--- src/rtl/mem_ctrl_pkg.sv ---
// ----------------------------------------------------------------------------
// mem_ctrl_pkg
// Shared types and helpers for the byte-serialising memory controller.
//   state_e      : controller FSM states
//   LEN1/2/4     : load/store byte-count codes
//   len_bytes()  : byte count for a length code (unknown codes are treated as 4)
//   insert_byte(): replace one byte lane of a little-endian word
// ----------------------------------------------------------------------------
package mem_ctrl_pkg;

  typedef enum logic [2:0] {
    MEM_CTRL_IDLE   = 3'd0,
    MEM_CTRL_IF_RD  = 3'd1,
    MEM_CTRL_MEM_RD = 3'd2,
    MEM_CTRL_MEM_WR = 3'd3,
    MEM_CTRL_DONE   = 3'd4
  } state_e;

  localparam int          WORD_W    = 32;
  localparam int          BYTE_W    = 8;
  localparam logic [2:0]  LEN1      = 3'd1;
  localparam logic [2:0]  LEN2      = 3'd2;
  localparam logic [2:0]  LEN4      = 3'd4;
  localparam logic [31:0] ZERO_WORD = 32'h0000_0000;

  function automatic logic [2:0] len_bytes(input logic [2:0] len);
    logic [2:0] n;
    case (len)
      LEN1:    n = 3'd1;
      LEN2:    n = 3'd2;
      LEN4:    n = 3'd4;
      default: n = 3'd4;
    endcase
    return n;
  endfunction

  function automatic logic [31:0] insert_byte(input logic [31:0] word,
                                              input logic [1:0]  idx,
                                              input logic [7:0]  b);
    logic [31:0] r;
    r = word;
    case (idx)
      2'd0:    r[7:0]   = b;
      2'd1:    r[15:8]  = b;
      2'd2:    r[23:16] = b;
      default: r[31:24] = b;
    endcase
    return r;
  endfunction

endpackage

--- src/rtl/mem_ctrl_if.sv ---
// ----------------------------------------------------------------------------
// mem_ctrl_if
// Bundles the IF requester, MEM requester and byte-wide RAM port of mem_ctrl.
//   IF side  : flush_i, if_req_i, if_addr_i -> if_done_o, if_inst_o
//   MEM side : mem_req_i, mem_we_i, mem_len_i, mem_addr_i, mem_wdata_i
//              -> mem_done_o, mem_rdata_o
//   RAM side : ram_addr_o, ram_wr_o, ram_dout_o <- ram_din_i
// modport slave  : the controller view
// modport master : the requester / RAM view
// ----------------------------------------------------------------------------
interface mem_ctrl_if #(
  parameter int ADDR_W = 32
);

  logic              flush_i;
  logic              if_req_i;
  logic [ADDR_W-1:0] if_addr_i;
  logic              if_done_o;
  logic [31:0]       if_inst_o;

  logic              mem_req_i;
  logic              mem_we_i;
  logic [2:0]        mem_len_i;
  logic [ADDR_W-1:0] mem_addr_i;
  logic [31:0]       mem_wdata_i;
  logic              mem_done_o;
  logic [31:0]       mem_rdata_o;

  logic [ADDR_W-1:0] ram_addr_o;
  logic              ram_wr_o;
  logic [7:0]        ram_dout_o;
  logic [7:0]        ram_din_i;

  modport slave (
    input  flush_i, if_req_i, if_addr_i,
    input  mem_req_i, mem_we_i, mem_len_i, mem_addr_i, mem_wdata_i,
    input  ram_din_i,
    output if_done_o, if_inst_o, mem_done_o, mem_rdata_o,
    output ram_addr_o, ram_wr_o, ram_dout_o
  );

  modport master (
    output flush_i, if_req_i, if_addr_i,
    output mem_req_i, mem_we_i, mem_len_i, mem_addr_i, mem_wdata_i,
    output ram_din_i,
    input  if_done_o, if_inst_o, mem_done_o, mem_rdata_o,
    input  ram_addr_o, ram_wr_o, ram_dout_o
  );

endinterface

--- src/rtl/mem_ctrl.sv ---
// ----------------------------------------------------------------------------
// mem_ctrl
// Arbitrates one byte-wide RAM port between instruction fetch (IF) and
// load/store (MEM). Fetches are 4 bytes, loads/stores 1, 2 or 4 bytes, all
// serialised little-endian. A one-cycle done pulse returns the result.
// Ports:
//   i_clk  : clock, rising edge
//   i_rst  : synchronous active-high reset
//   io_bus : mem_ctrl_if.slave (IF, MEM and RAM signals)
// All outputs are registered; requests are sampled only in IDLE, where MEM
// has priority over IF.
// ----------------------------------------------------------------------------
module mem_ctrl
  import mem_ctrl_pkg::*;
#(
  parameter int ADDR_W = 32
) (
  input  logic       i_clk,
  input  logic       i_rst,
  mem_ctrl_if.slave  io_bus
);

  localparam logic [ADDR_W-1:0] ADDR_ONE  = {{(ADDR_W-1){1'b0}}, 1'b1};
  localparam logic [ADDR_W-1:0] ADDR_ZERO = {ADDR_W{1'b0}};

  state_e            r_state, w_state;
  logic [2:0]        r_cnt, w_cnt;
  logic [2:0]        r_len, w_len;
  logic              r_is_if, w_is_if;
  logic [31:0]       r_buf, w_buf;
  logic [23:0]       r_wshift, w_wshift;
  logic              r_if_done, w_if_done;
  logic [31:0]       r_if_inst, w_if_inst;
  logic              r_mem_done, w_mem_done;
  logic [31:0]       r_mem_rdata, w_mem_rdata;
  logic [ADDR_W-1:0] r_ram_addr, w_ram_addr;
  logic              r_ram_wr, w_ram_wr;
  logic [7:0]        r_ram_dout, w_ram_dout;

  logic [1:0]        w_byte_idx;
  logic [31:0]       w_rd_word;

  // RAM data arriving in busy cycle k belongs to byte k-1.
  assign w_byte_idx = r_cnt[1:0] - 2'd1;

  // Next-state and next-output logic of the controller FSM.
  always_comb begin
    w_state     = r_state;
    w_cnt       = r_cnt;
    w_len       = r_len;
    w_is_if     = r_is_if;
    w_buf       = r_buf;
    w_wshift    = r_wshift;
    w_if_done   = 1'b0;
    w_if_inst   = r_if_inst;
    w_mem_done  = 1'b0;
    w_mem_rdata = r_mem_rdata;
    w_ram_addr  = r_ram_addr;
    w_ram_wr    = 1'b0;
    w_ram_dout  = r_ram_dout;

    // Shared shift-in: merge this cycle's RAM byte into the partial word.
    if (r_cnt != 3'd0) begin
      w_rd_word = insert_byte(r_buf, w_byte_idx, io_bus.ram_din_i);
    end else begin
      w_rd_word = r_buf;
    end

    case (r_state)
      MEM_CTRL_IDLE: begin
        if (io_bus.mem_req_i) begin
          w_is_if    = 1'b0;
          w_len      = len_bytes(io_bus.mem_len_i);
          w_cnt      = 3'd0;
          w_buf      = ZERO_WORD;
          w_ram_addr = io_bus.mem_addr_i;
          if (io_bus.mem_we_i) begin
            // First store byte goes out in the very next cycle.
            w_state    = MEM_CTRL_MEM_WR;
            w_ram_wr   = 1'b1;
            w_ram_dout = io_bus.mem_wdata_i[7:0];
            w_wshift   = io_bus.mem_wdata_i[31:8];
          end else begin
            w_state = MEM_CTRL_MEM_RD;
          end
        end else if (io_bus.if_req_i && !io_bus.flush_i) begin
          w_state    = MEM_CTRL_IF_RD;
          w_is_if    = 1'b1;
          w_len      = LEN4;
          w_cnt      = 3'd0;
          w_buf      = ZERO_WORD;
          w_ram_addr = io_bus.if_addr_i;
        end else begin
          w_state = MEM_CTRL_IDLE;
        end
      end

      MEM_CTRL_IF_RD, MEM_CTRL_MEM_RD: begin
        if ((r_state == MEM_CTRL_IF_RD) && io_bus.flush_i) begin
          // Abandon the fetch; if_inst_o keeps its previous value.
          w_state = MEM_CTRL_IDLE;
        end else begin
          w_cnt = r_cnt + 3'd1;
          w_buf = w_rd_word;
          if ((r_cnt + 3'd1) < r_len) begin
            w_ram_addr = r_ram_addr + ADDR_ONE;
          end else begin
            w_ram_addr = r_ram_addr;
          end
          if (r_cnt == r_len) begin
            w_state = MEM_CTRL_DONE;
            if (r_is_if) begin
              w_if_done = 1'b1;
              w_if_inst = w_rd_word;
            end else begin
              w_mem_done  = 1'b1;
              w_mem_rdata = w_rd_word;
            end
          end else begin
            w_state = r_state;
          end
        end
      end

      MEM_CTRL_MEM_WR: begin
        if ((r_cnt + 3'd1) < r_len) begin
          w_cnt      = r_cnt + 3'd1;
          w_ram_addr = r_ram_addr + ADDR_ONE;
          w_ram_wr   = 1'b1;
          w_ram_dout = r_wshift[7:0];
          w_wshift   = {8'h00, r_wshift[23:8]};
        end else begin
          w_state    = MEM_CTRL_DONE;
          w_mem_done = 1'b1;
        end
      end

      MEM_CTRL_DONE: begin
        w_state = MEM_CTRL_IDLE;
      end

      default: begin
        w_state = MEM_CTRL_IDLE;
      end
    endcase
  end

  // State and output registers with synchronous reset.
  always_ff @(posedge i_clk) begin
    if (i_rst) begin
      r_state     <= MEM_CTRL_IDLE;
      r_cnt       <= 3'd0;
      r_len       <= 3'd0;
      r_is_if     <= 1'b0;
      r_buf       <= ZERO_WORD;
      r_wshift    <= 24'h00_0000;
      r_if_done   <= 1'b0;
      r_if_inst   <= ZERO_WORD;
      r_mem_done  <= 1'b0;
      r_mem_rdata <= ZERO_WORD;
      r_ram_addr  <= ADDR_ZERO;
      r_ram_wr    <= 1'b0;
      r_ram_dout  <= 8'h00;
    end else begin
      r_state     <= w_state;
      r_cnt       <= w_cnt;
      r_len       <= w_len;
      r_is_if     <= w_is_if;
      r_buf       <= w_buf;
      r_wshift    <= w_wshift;
      r_if_done   <= w_if_done;
      r_if_inst   <= w_if_inst;
      r_mem_done  <= w_mem_done;
      r_mem_rdata <= w_mem_rdata;
      r_ram_addr  <= w_ram_addr;
      r_ram_wr    <= w_ram_wr;
      r_ram_dout  <= w_ram_dout;
    end
  end

  assign io_bus.if_done_o   = r_if_done;
  assign io_bus.if_inst_o   = r_if_inst;
  assign io_bus.mem_done_o  = r_mem_done;
  assign io_bus.mem_rdata_o = r_mem_rdata;
  assign io_bus.ram_addr_o  = r_ram_addr;
  assign io_bus.ram_wr_o    = r_ram_wr;
  assign io_bus.ram_dout_o  = r_ram_dout;

endmodule

--- src/flat_wrapper.sv ---
// flat-port wrapper written by rule: the top's interface ports become plain ports
module mem_ctrl_flat import mem_ctrl_pkg::*;
#(
  parameter int ADDR_W = 32
)
  (i_clk, i_rst, io_bus_flush_i, io_bus_if_req_i, io_bus_if_addr_i, io_bus_mem_req_i, io_bus_mem_we_i, io_bus_mem_len_i, io_bus_mem_addr_i, io_bus_mem_wdata_i, io_bus_ram_din_i, io_bus_if_done_o, io_bus_if_inst_o, io_bus_mem_done_o, io_bus_mem_rdata_o, io_bus_ram_addr_o, io_bus_ram_wr_o, io_bus_ram_dout_o);
  mem_ctrl_if #(.ADDR_W(ADDR_W)) io_bus_i ();
  input  logic i_clk;
  input  logic i_rst;
  input wire logic [$bits(io_bus_i.flush_i)-1:0] io_bus_flush_i;
  input wire logic [$bits(io_bus_i.if_req_i)-1:0] io_bus_if_req_i;
  input wire logic [$bits(io_bus_i.if_addr_i)-1:0] io_bus_if_addr_i;
  input wire logic [$bits(io_bus_i.mem_req_i)-1:0] io_bus_mem_req_i;
  input wire logic [$bits(io_bus_i.mem_we_i)-1:0] io_bus_mem_we_i;
  input wire logic [$bits(io_bus_i.mem_len_i)-1:0] io_bus_mem_len_i;
  input wire logic [$bits(io_bus_i.mem_addr_i)-1:0] io_bus_mem_addr_i;
  input wire logic [$bits(io_bus_i.mem_wdata_i)-1:0] io_bus_mem_wdata_i;
  input wire logic [$bits(io_bus_i.ram_din_i)-1:0] io_bus_ram_din_i;
  output wire logic [$bits(io_bus_i.if_done_o)-1:0] io_bus_if_done_o;
  output wire logic [$bits(io_bus_i.if_inst_o)-1:0] io_bus_if_inst_o;
  output wire logic [$bits(io_bus_i.mem_done_o)-1:0] io_bus_mem_done_o;
  output wire logic [$bits(io_bus_i.mem_rdata_o)-1:0] io_bus_mem_rdata_o;
  output wire logic [$bits(io_bus_i.ram_addr_o)-1:0] io_bus_ram_addr_o;
  output wire logic [$bits(io_bus_i.ram_wr_o)-1:0] io_bus_ram_wr_o;
  output wire logic [$bits(io_bus_i.ram_dout_o)-1:0] io_bus_ram_dout_o;
  assign io_bus_i.flush_i = io_bus_flush_i;
  assign io_bus_i.if_req_i = io_bus_if_req_i;
  assign io_bus_i.if_addr_i = io_bus_if_addr_i;
  assign io_bus_i.mem_req_i = io_bus_mem_req_i;
  assign io_bus_i.mem_we_i = io_bus_mem_we_i;
  assign io_bus_i.mem_len_i = io_bus_mem_len_i;
  assign io_bus_i.mem_addr_i = io_bus_mem_addr_i;
  assign io_bus_i.mem_wdata_i = io_bus_mem_wdata_i;
  assign io_bus_i.ram_din_i = io_bus_ram_din_i;
  assign io_bus_if_done_o = io_bus_i.if_done_o;
  assign io_bus_if_inst_o = io_bus_i.if_inst_o;
  assign io_bus_mem_done_o = io_bus_i.mem_done_o;
  assign io_bus_mem_rdata_o = io_bus_i.mem_rdata_o;
  assign io_bus_ram_addr_o = io_bus_i.ram_addr_o;
  assign io_bus_ram_wr_o = io_bus_i.ram_wr_o;
  assign io_bus_ram_dout_o = io_bus_i.ram_dout_o;
  mem_ctrl #(.ADDR_W(ADDR_W)) u_core (.i_clk(i_clk), .i_rst(i_rst), .io_bus(io_bus_i));
endmodule
--- config.mk ---
export PLATFORM = sky130hd
export DESIGN_NAME = mem_ctrl_flat
export DESIGN_NICKNAME = d
export VERILOG_FILES = /design/src/rtl/mem_ctrl_pkg.sv /design/src/rtl/mem_ctrl_if.sv /design/src/rtl/mem_ctrl.sv /design/src/flat_wrapper.sv
export SDC_FILE = /design/constraint.sdc
export NUM_CORES = 1
export LEC_CHECK = 0
export CAP_MARGIN = 20
export CORE_MARGIN = 2
export CORE_UTILIZATION = 40
export DETAILED_ROUTE_END_ITERATION = 10
export PLACE_DENSITY_LB_ADDON = 0.1
export SLEW_MARGIN = 10
export SYNTH_ARGS = -nofsm -noshare
export SYNTH_HDL_FRONTEND = slang
export SYNTH_SLANG_ARGS = --single-unit
--- constraint.sdc ---
create_clock -name i_clk -period 2.9 [get_ports i_clk]
set_input_delay 0.435 -clock i_clk [delete_from_list [all_inputs] [get_ports i_clk]]
set_output_delay 0.435 -clock i_clk [all_outputs]
set_load 0.01 [all_outputs]
; ---- Yosys cells after proc, flatten, opt, wreduce, memory -nomap -nowiden
; Cells that the tools add are included.
[word_totals]
register_bits = 173
[op_classes]
n_addsub = 3
n_lt_le_gt_ge = 1
n_eq_ne = 15
muxes = 49
bitwise = 4
reduce_logical = 21
[op_table]
columns = cell, count
row1 = $mux W32, 8
row2 = $pmux W32 S3, 1
row3 = $mux W24, 3
row4 = $pmux W32 S2, 1
row5 = $mux W8, 7
row6 = $pmux W24 S2, 1
row7 = $add A32 B1 Y32 const B, 1
row8 = $mux W3, 10
row9 = $pmux W3 S3, 2
row10 = $pmux W8 S2, 1
row11 = $reduce_and A4 Y1, 4
row12 = $mux W1, 12
row13 = $eq A3 B2 Y1 const B, 3
row14 = $ne A2 B2 Y1 const B, 4
row15 = $eq A3 B1 Y1 const B, 2
row16 = $pmux W3 S2, 1
row17 = $reduce_and A3 Y1, 2
row18 = $reduce_bool A2 Y1, 3
row19 = $reduce_bool A3 Y1, 2
row20 = $not A1 Y1, 4
row21 = $pmux W1 S2, 2
row22 = $reduce_and A2 Y1, 2
row23 = $reduce_or A4 Y1, 1
row24 = $add A3 B1 Y3 const B, 1
row25 = 14 further kinds, 15

; ---- Longest topological paths before layout
; Gate-level depths: netlist of the first run.
[depth]
word_depth = 7
ltp_mapped = 10
ltp_nobuf = 8

; ---- Worst setup path before layout of the first run
; OpenSTA, ideal clock, no wires.
[synth_path]
path_kind = reg-to-reg
from = register u_core.r_ram_addr[0], in the netlist u_core.io_bus.ram_addr_o[0]
to = register u_core.r_ram_addr[28], in the netlist u_core.io_bus.ram_addr_o[28]
arrival_ns = 2.184
required_ns = 2.769
setup_slack_ns = 0.585
stages_incl_launch_ff = 7
n_path_buf = 0
period_less_slack_ns = 2.315
cell_sequence = dfxtp_1 -> ha_1 -> nand4_1 -> or4_2 -> nor3_1 -> nor4b_1 -> o32ai_1
[synth_via]
elab_chain_len = 4
[synth_lines]
columns = item, line_no
row1 = from (decl), mem_ctrl.sv:36  ; logic [ADDR_W-1:0] r_ram_addr, w_ram_addr;
row2 = from (signal assigned), mem_ctrl.sv:175  ; r_ram_addr <= w_ram_addr;
row3 = $add A32 B1 Y32 (*), "mem_ctrl.sv:106, mem_ctrl.sv:128"
row4 = $mux W32 (*), "mem_ctrl.sv:105, mem_ctrl.sv:126"
row5 = $mux W32, mem_ctrl.sv:99  ; if ((r_state == MEM_CTRL_IF_RD) && io_bus.flush_i) begin
row6 = $pmux W32 S3 (*), mem_ctrl.sv:69  ; case (r_state)
; Every way passes the cells marked *; elsewhere a longest branch is shown, timed or not. The select of a mux whose other input is x is not followed.
; A chain may end at the register's enable or synchronous reset.

; ---- Worst setup path after layout of the first run
; Ends and elaborated chain as after synthesis.

==> impl_metrics.tcl, run 1 <==
set metrics [dict create \
    status "complete, no violations" \
    yosysUniqueCellTypes 54 \
    postRouteAntennaNets 0 \
    drv_cap 0 \
    cts_tree "yes" \
    p_leak_nw 3.909 \
    grt_use_total_pct 21.67 \
    hold_viol 0 \
    fin_area_um2 11070 \
    placed_area_um2 10450 \
    die_w_um 145.5 \
    drv_slew 0 \
    syn_avg_cell_area_um2 8.321 \
    numCtsBuffers 17 \
    wl_um 22980 \
    r2r-start "u_core.io_bus.ram_addr_o[0]" \
    holdCritPathClass "input pin to register" \
    dp_slack_ns 0.1246 \
    clk_latency_ns 0.43 \
    nets 1260 \
    n_antenna_cell 0 \
    cp.arrival_ns 2.79 \
    yosysWarnings 0 \
    ir_drop_v 0.0004663 \
    highest_layer "met4" \
    cts_setup_buffers 0 \
    rsz0062_at_grt "false" \
    regToRegSetupSlack_ns 0.40 \
    start_kind "register" \
    htreeDepth 4 \
    overflow 0 \
    crit_start "u_core.io_bus.ram_addr_o[0]" \
    post-route-min-period_ns 2.497 \
    gp_congestion 0.8016 \
    synthFlopType "dfxtp_1" \
    worst_pin_slew_ns 0.7978 \
    drive_gt1_share_pct 6.864 \
    reg2reg_to "u_core.io_bus.ram_addr_o[28]" \
    crit_path_end "u_core.io_bus.ram_addr_o[28]" \
    critPathCaptureType "register" \
    rows 51 \
    synthCells 962 \
    wl_met1_um 10930 \
    io_pins 220 \
    clock_sinks 173 \
    vias_per_cell 5.396 \
    wl_met3_um 1270 \
    core_area_um2 19530 \
    layout_common_cells "clkdlybuf4s50_1, dfxtp_1, nor2_1, nand2_1, a211oi_1" \
    cts_buffer_depth 2 \
    synth_seq_cells 173 \
    die_h_um 145.5 \
    portBuffers 219 \
    synth-seq-area-share_pct 43.26 \
    worst_clock_skew_ns 0.01242 \
    dr.pass1.iters 7 \
    criticalPathCategory "register to register" \
    dr_total_vias 7641 \
    synth_edf_count 0 \
    fin_util_pct 56.69 \
    hpwlAfterDp_um 15770 \
    wl_met2_um 10440 \
    syn_nets 1084 \
    fin_tns_setup_ns 0 \
    holdWs_ns 0.4194 \
    finalCritPeriodShare_pct 86.10 \
    die_area_um2 21160 \
    start_util_pct 41.00 \
    layout_commonest_cell "clkdlybuf4s50_1" \
    drc 0 \
    wl_per_cell_um 16.23 \
    cts_root_buf "clkbuf_16" \
    syn-cell-area_um2 8005 \
    required_ns 3.20 \
    fmax_ghz 0.4005 \
    final-setup-viol-count 0 \
    cts.clk_slew.worst_paths_ns 0.07 \
    grt_start_max_net_pins 83 \
    setup_ws_ns 0.4032 \
    cp_max_fo 8 \
    grt_pass1_wl_um 38090 \
    reg2reg_depth 6 \
    ys_async_sr_fraction_pct 0 \
    postCtsHoldBufs 0 \
    ctsResizeCount 0 \
    drtIter0Drc 457 \
    maxSlewHeadroom_pct 46.32 \
    area_growth_pct 38.28 \
    grt_pass1_vias 7292 \
    antenna_found_initial 0 \
    p_per_area_nw_per_um2 641.0 \
]
==> per-layer routing <==
metal,global-route usage (%),vias to the layer above
met3,5.047,27
met5,0,-
li1,-,3841
met1,29.61,3554
met2,34.19,219
met4,6.520,0
==> power breakdown <==
part	switching, mW	internal (mW)
Combinational	0.970	0.891
Clock	1.02	1.35
Sequential	0.243	2.63
==> metrics by stage <==
stage	total power, mW	std cells
final	7.095	1416
after detailed placement	4.777	1383
after global placement	4.762	1383
after CTS	7.163	1415
after global routing	7.482	1416
after floorplan	3.883	962
==> cell type report <==
| type | instances | area (um^2) |
|---|---|---|
| fill | 1840 | 8457 |
| inverter | 18 | 67.56 |
| tap | 265 | 331.6 |
| clock inverter | 11 | 150.1 |
| multi-input combinational | 685 | 4182 |
| sequential | 173 | 3463 |
| timing repair buffer | 243 | 2415 |
| clock buffer | 21 | 460.4 |
==> worst min-delay path by stage <==
stage	cells past startpoint	startpoint	slack [ns]	endpoint
finish	2	i_rst	0.42	u_core.io_bus.ram_addr_o[15]
global route	2	i_rst	0.41	u_core.io_bus.ram_addr_o[19]
CTS	2	i_rst	0.39	u_core.io_bus.ram_addr_o[8]
detailed placement	2	u_core.r_wshift[13]	0.47	u_core.r_wshift[5]
global placement	2	u_core.r_wshift[1]	0.47	u_core.io_bus.ram_dout_o[1]
floorplan	2	u_core.r_wshift[18]	0.45	u_core.r_wshift[10]
==> flip-flops by register name, indices dropped and copies added, names as in the netlist <==
register and cells:
u_core.io_bus.if_done_o 1, u_core.io_bus.if_inst_o 32, u_core.io_bus.mem_done_o 1, u_core.io_bus.mem_rdata_o 32, u_core.io_bus.ram_addr_o 32, u_core.io_bus.ram_dout_o 8, u_core.io_bus.ram_wr_o 1, u_core.r_buf 32
u_core.r_cnt 3, u_core.r_is_if 1, u_core.r_len 3, u_core.r_state 3, u_core.r_wshift 24
==> Yosys cell counts, types with 6 or more instances <==
| cell | count | area [um^2] |
|---|---|---|
| inv_1 | 18 | 67.56 |
| o21ai_0 | 38 | 190.2 |
| buf_1 | 15 | 56.30 |
| nor2_1 | 161 | 604.3 |
| buf_2 | 7 | 35.03 |
| a211oi_1 | 67 | 503.0 |
| nand4_1 | 17 | 106.4 |
| nor2b_1 | 6 | 37.54 |
| nor4_1 | 8 | 50.05 |
| mux2i_1 | 59 | 590.6 |
| a22oi_1 | 40 | 300.3 |
| and3_1 | 9 | 56.30 |
| nand2_1 | 84 | 315.3 |
| a31oi_1 | 9 | 56.30 |
| nand3_1 | 7 | 35.03 |
| a311oi_1 | 25 | 219.0 |
| nor3_1 | 21 | 105.1 |
| a21oi_1 | 48 | 240.2 |
| dfxtp_1 | 173 | 3463 |
| ha_1 | 9 | 112.6 |
| clkbuf_1 | 64 | 240.2 |
==> kinds of logic after synthesis <==
family,synth area share (%)
flip-flops,43.26
buffers and inverters,4.986
adder cells (fa/ha/maj),1.407
multiplexers,8.081
XOR/XNOR,0.4376
AO/OA/AOI/OAI,22.60
AND/OR/NAND/NOR,19.22
==> worst max-delay path, cell delays in order, from the launching register on <==
cell	delay [ns]
dfxtp_1	0.48
ha_1	0.27
nand4_1	0.12
or4_2	0.64
nor3_1	0.43
nor4b_1	0.30
o32ai_1	0.13
(Power assumes the default switching activity.)
==> inputs of run 2 (changes only) <==
CAP_MARGIN = not set   (was 20)
clock period = 2.76 ns   (was 2.9 ns; I/O delays follow)
==> impl_metrics.tcl, run 2 (same netlist as run 1, synthesis figures left out) <==
set metrics [dict create \
    p_per_area_nw_per_um2 663.3 \
    ctsResizeCount 0 \
    finalCritPeriodShare_pct 90.31 \
    start_util_pct 41.00 \
    cts_tree "yes" \
    grt_pass1_vias 7286 \
    grt_use_total_pct 21.67 \
    cp_max_fo 12 \
    status "complete, no violations" \
    drtIter0Drc 480 \
    maxSlewHeadroom_pct 22.61 \
    worst_pin_slew_ns 1.158 \
    core_area_um2 19530 \
    p_leak_nw 3.883 \
    clock_sinks 173 \
    die_w_um 145.5 \
    wl_per_cell_um 16.28 \
    die_area_um2 21160 \
    postCtsHoldBufs 0 \
    critPathCaptureType "register" \
    drive_gt1_share_pct 6.783 \
    cts_setup_buffers 0 \
    worst_clock_skew_ns 0.01066 \
    htreeDepth 4 \
    final-setup-viol-count 0 \
    wl_um 23030 \
    drv_slew 0 \
    post-route-min-period_ns 2.492 \
    n_antenna_cell 0 \
    cp.arrival_ns 2.79 \
    postRouteAntennaNets 0 \
    cts_root_buf "clkbuf_16" \
    start_kind "register" \
    dr_total_vias 7671 \
    vias_per_cell 5.421 \
    hpwlAfterDp_um 15660 \
    gp_congestion 0.8109 \
    die_h_um 145.5 \
    cts_buffer_depth 2 \
    criticalPathCategory "register to register" \
    holdCritPathClass "input pin to register" \
    drv_cap 0 \
    place_inst 1383 \
    portBuffers 219 \
    antenna_found_initial 0 \
    required_ns 3.06 \
    final_cells 1415 \
    area_growth_pct 37.96 \
    grt_pass1_wl_um 38160 \
    layout_commonest_cell "clkdlybuf4s50_1" \
    rsz0062_at_grt "false" \
    grt_start_max_net_pins 80 \
    ir_drop_v 0.0004547 \
    numCtsBuffers 17 \
    totalPowerFinal_mw 7.325 \
    drc 0 \
    layout_common_cells "clkdlybuf4s50_1, dfxtp_1, nor2_1, nand2_1, a211oi_1" \
    cts.clk_slew.worst_paths_ns 0.07 \
    overflow 0 \
    fmax_ghz 0.4012 \
    dr.pass1.iters 5 \
    fin_area_um2 11040 \
    holdWs_ns 0.3841 \
    clk_latency_ns 0.43 \
    io_pins 220 \
    rows 51 \
    nets 1259 \
    hold_viol 0 \
    placed_area_um2 10480 \
]
==> run 2: changes by cell type in the layout (fill, tap and decap cells not counted) <==
cell	delta
clkinv_4	-2
inv_8	-2
buf_12	+2
clkinvlp_4	+4
buf_4	-3
clkinv_2	+1
inv_6	+1
clkinv_8	-1
bufinv_16	-1
==> run 2: stage by stage <==
stage,setup TNS (ns),utilization [%],setup slack [ns]
after floorplan,0,-,0.4449
after global placement,0,53.65,0.03069
after detailed placement,-0.2556,53.65,-0.04318
after CTS,0,56.56,0.3047
after global routing,0,56.56,0.03203
final,0,56.56,0.2676
==> run 2: cell type report <==
cell class                 count  area [um^2]
sequential                   173         3463
timing repair buffer         242         2432
inverter                      18        67.56
clock inverter                11        107.6
tap                          265        331.6
fill                        1874         8482
clock buffer                  21        460.4
multi-input combinational    685         4182
==> run 2: metal layers <==
layer / GRT usage, % / share of wire, % / up-vias
li1: - / - / 3835
met5: 0 / 0 / -
met1: 30.03 / 47 / 3589
met4: 5.490 / 1.2 / 0
met3: 4.169 / 5.9 / 19
met2: 34.83 / 46 / 228
==> run 2: report_power, final <==
part | switching (mW) | leakage, nW | internal, mW
sequential | 0.253 | 1.41 | 2.76
clock | 1.04 | 0.263 | 1.30
combinational | 1.03 | 2.21 | 0.947
==> run 2: critical path, stage by stage (launching register included) <==
cell      delay (ns)
dfxtp_1         0.40
nor3b_1         0.18
o21bai_1        0.92
o21ai_1         0.46
a22oi_1         0.34
nor2_1          0.07
==> run 2: worst paths after layout <==
path	depth (start not counted)	end	start	slack, ns
setup / recovery	5	u_core.r_buf[0]	u_core.r_state[0]	0.27
hold / removal	2	u_core.io_bus.ram_addr_o[19]	i_rst	0.38
setup reg to reg	5	u_core.r_buf[0]	u_core.r_state[0]	0.27
hold reg to reg	2	u_core.io_bus.ram_dout_o[7]	u_core.r_wshift[7]	0.48
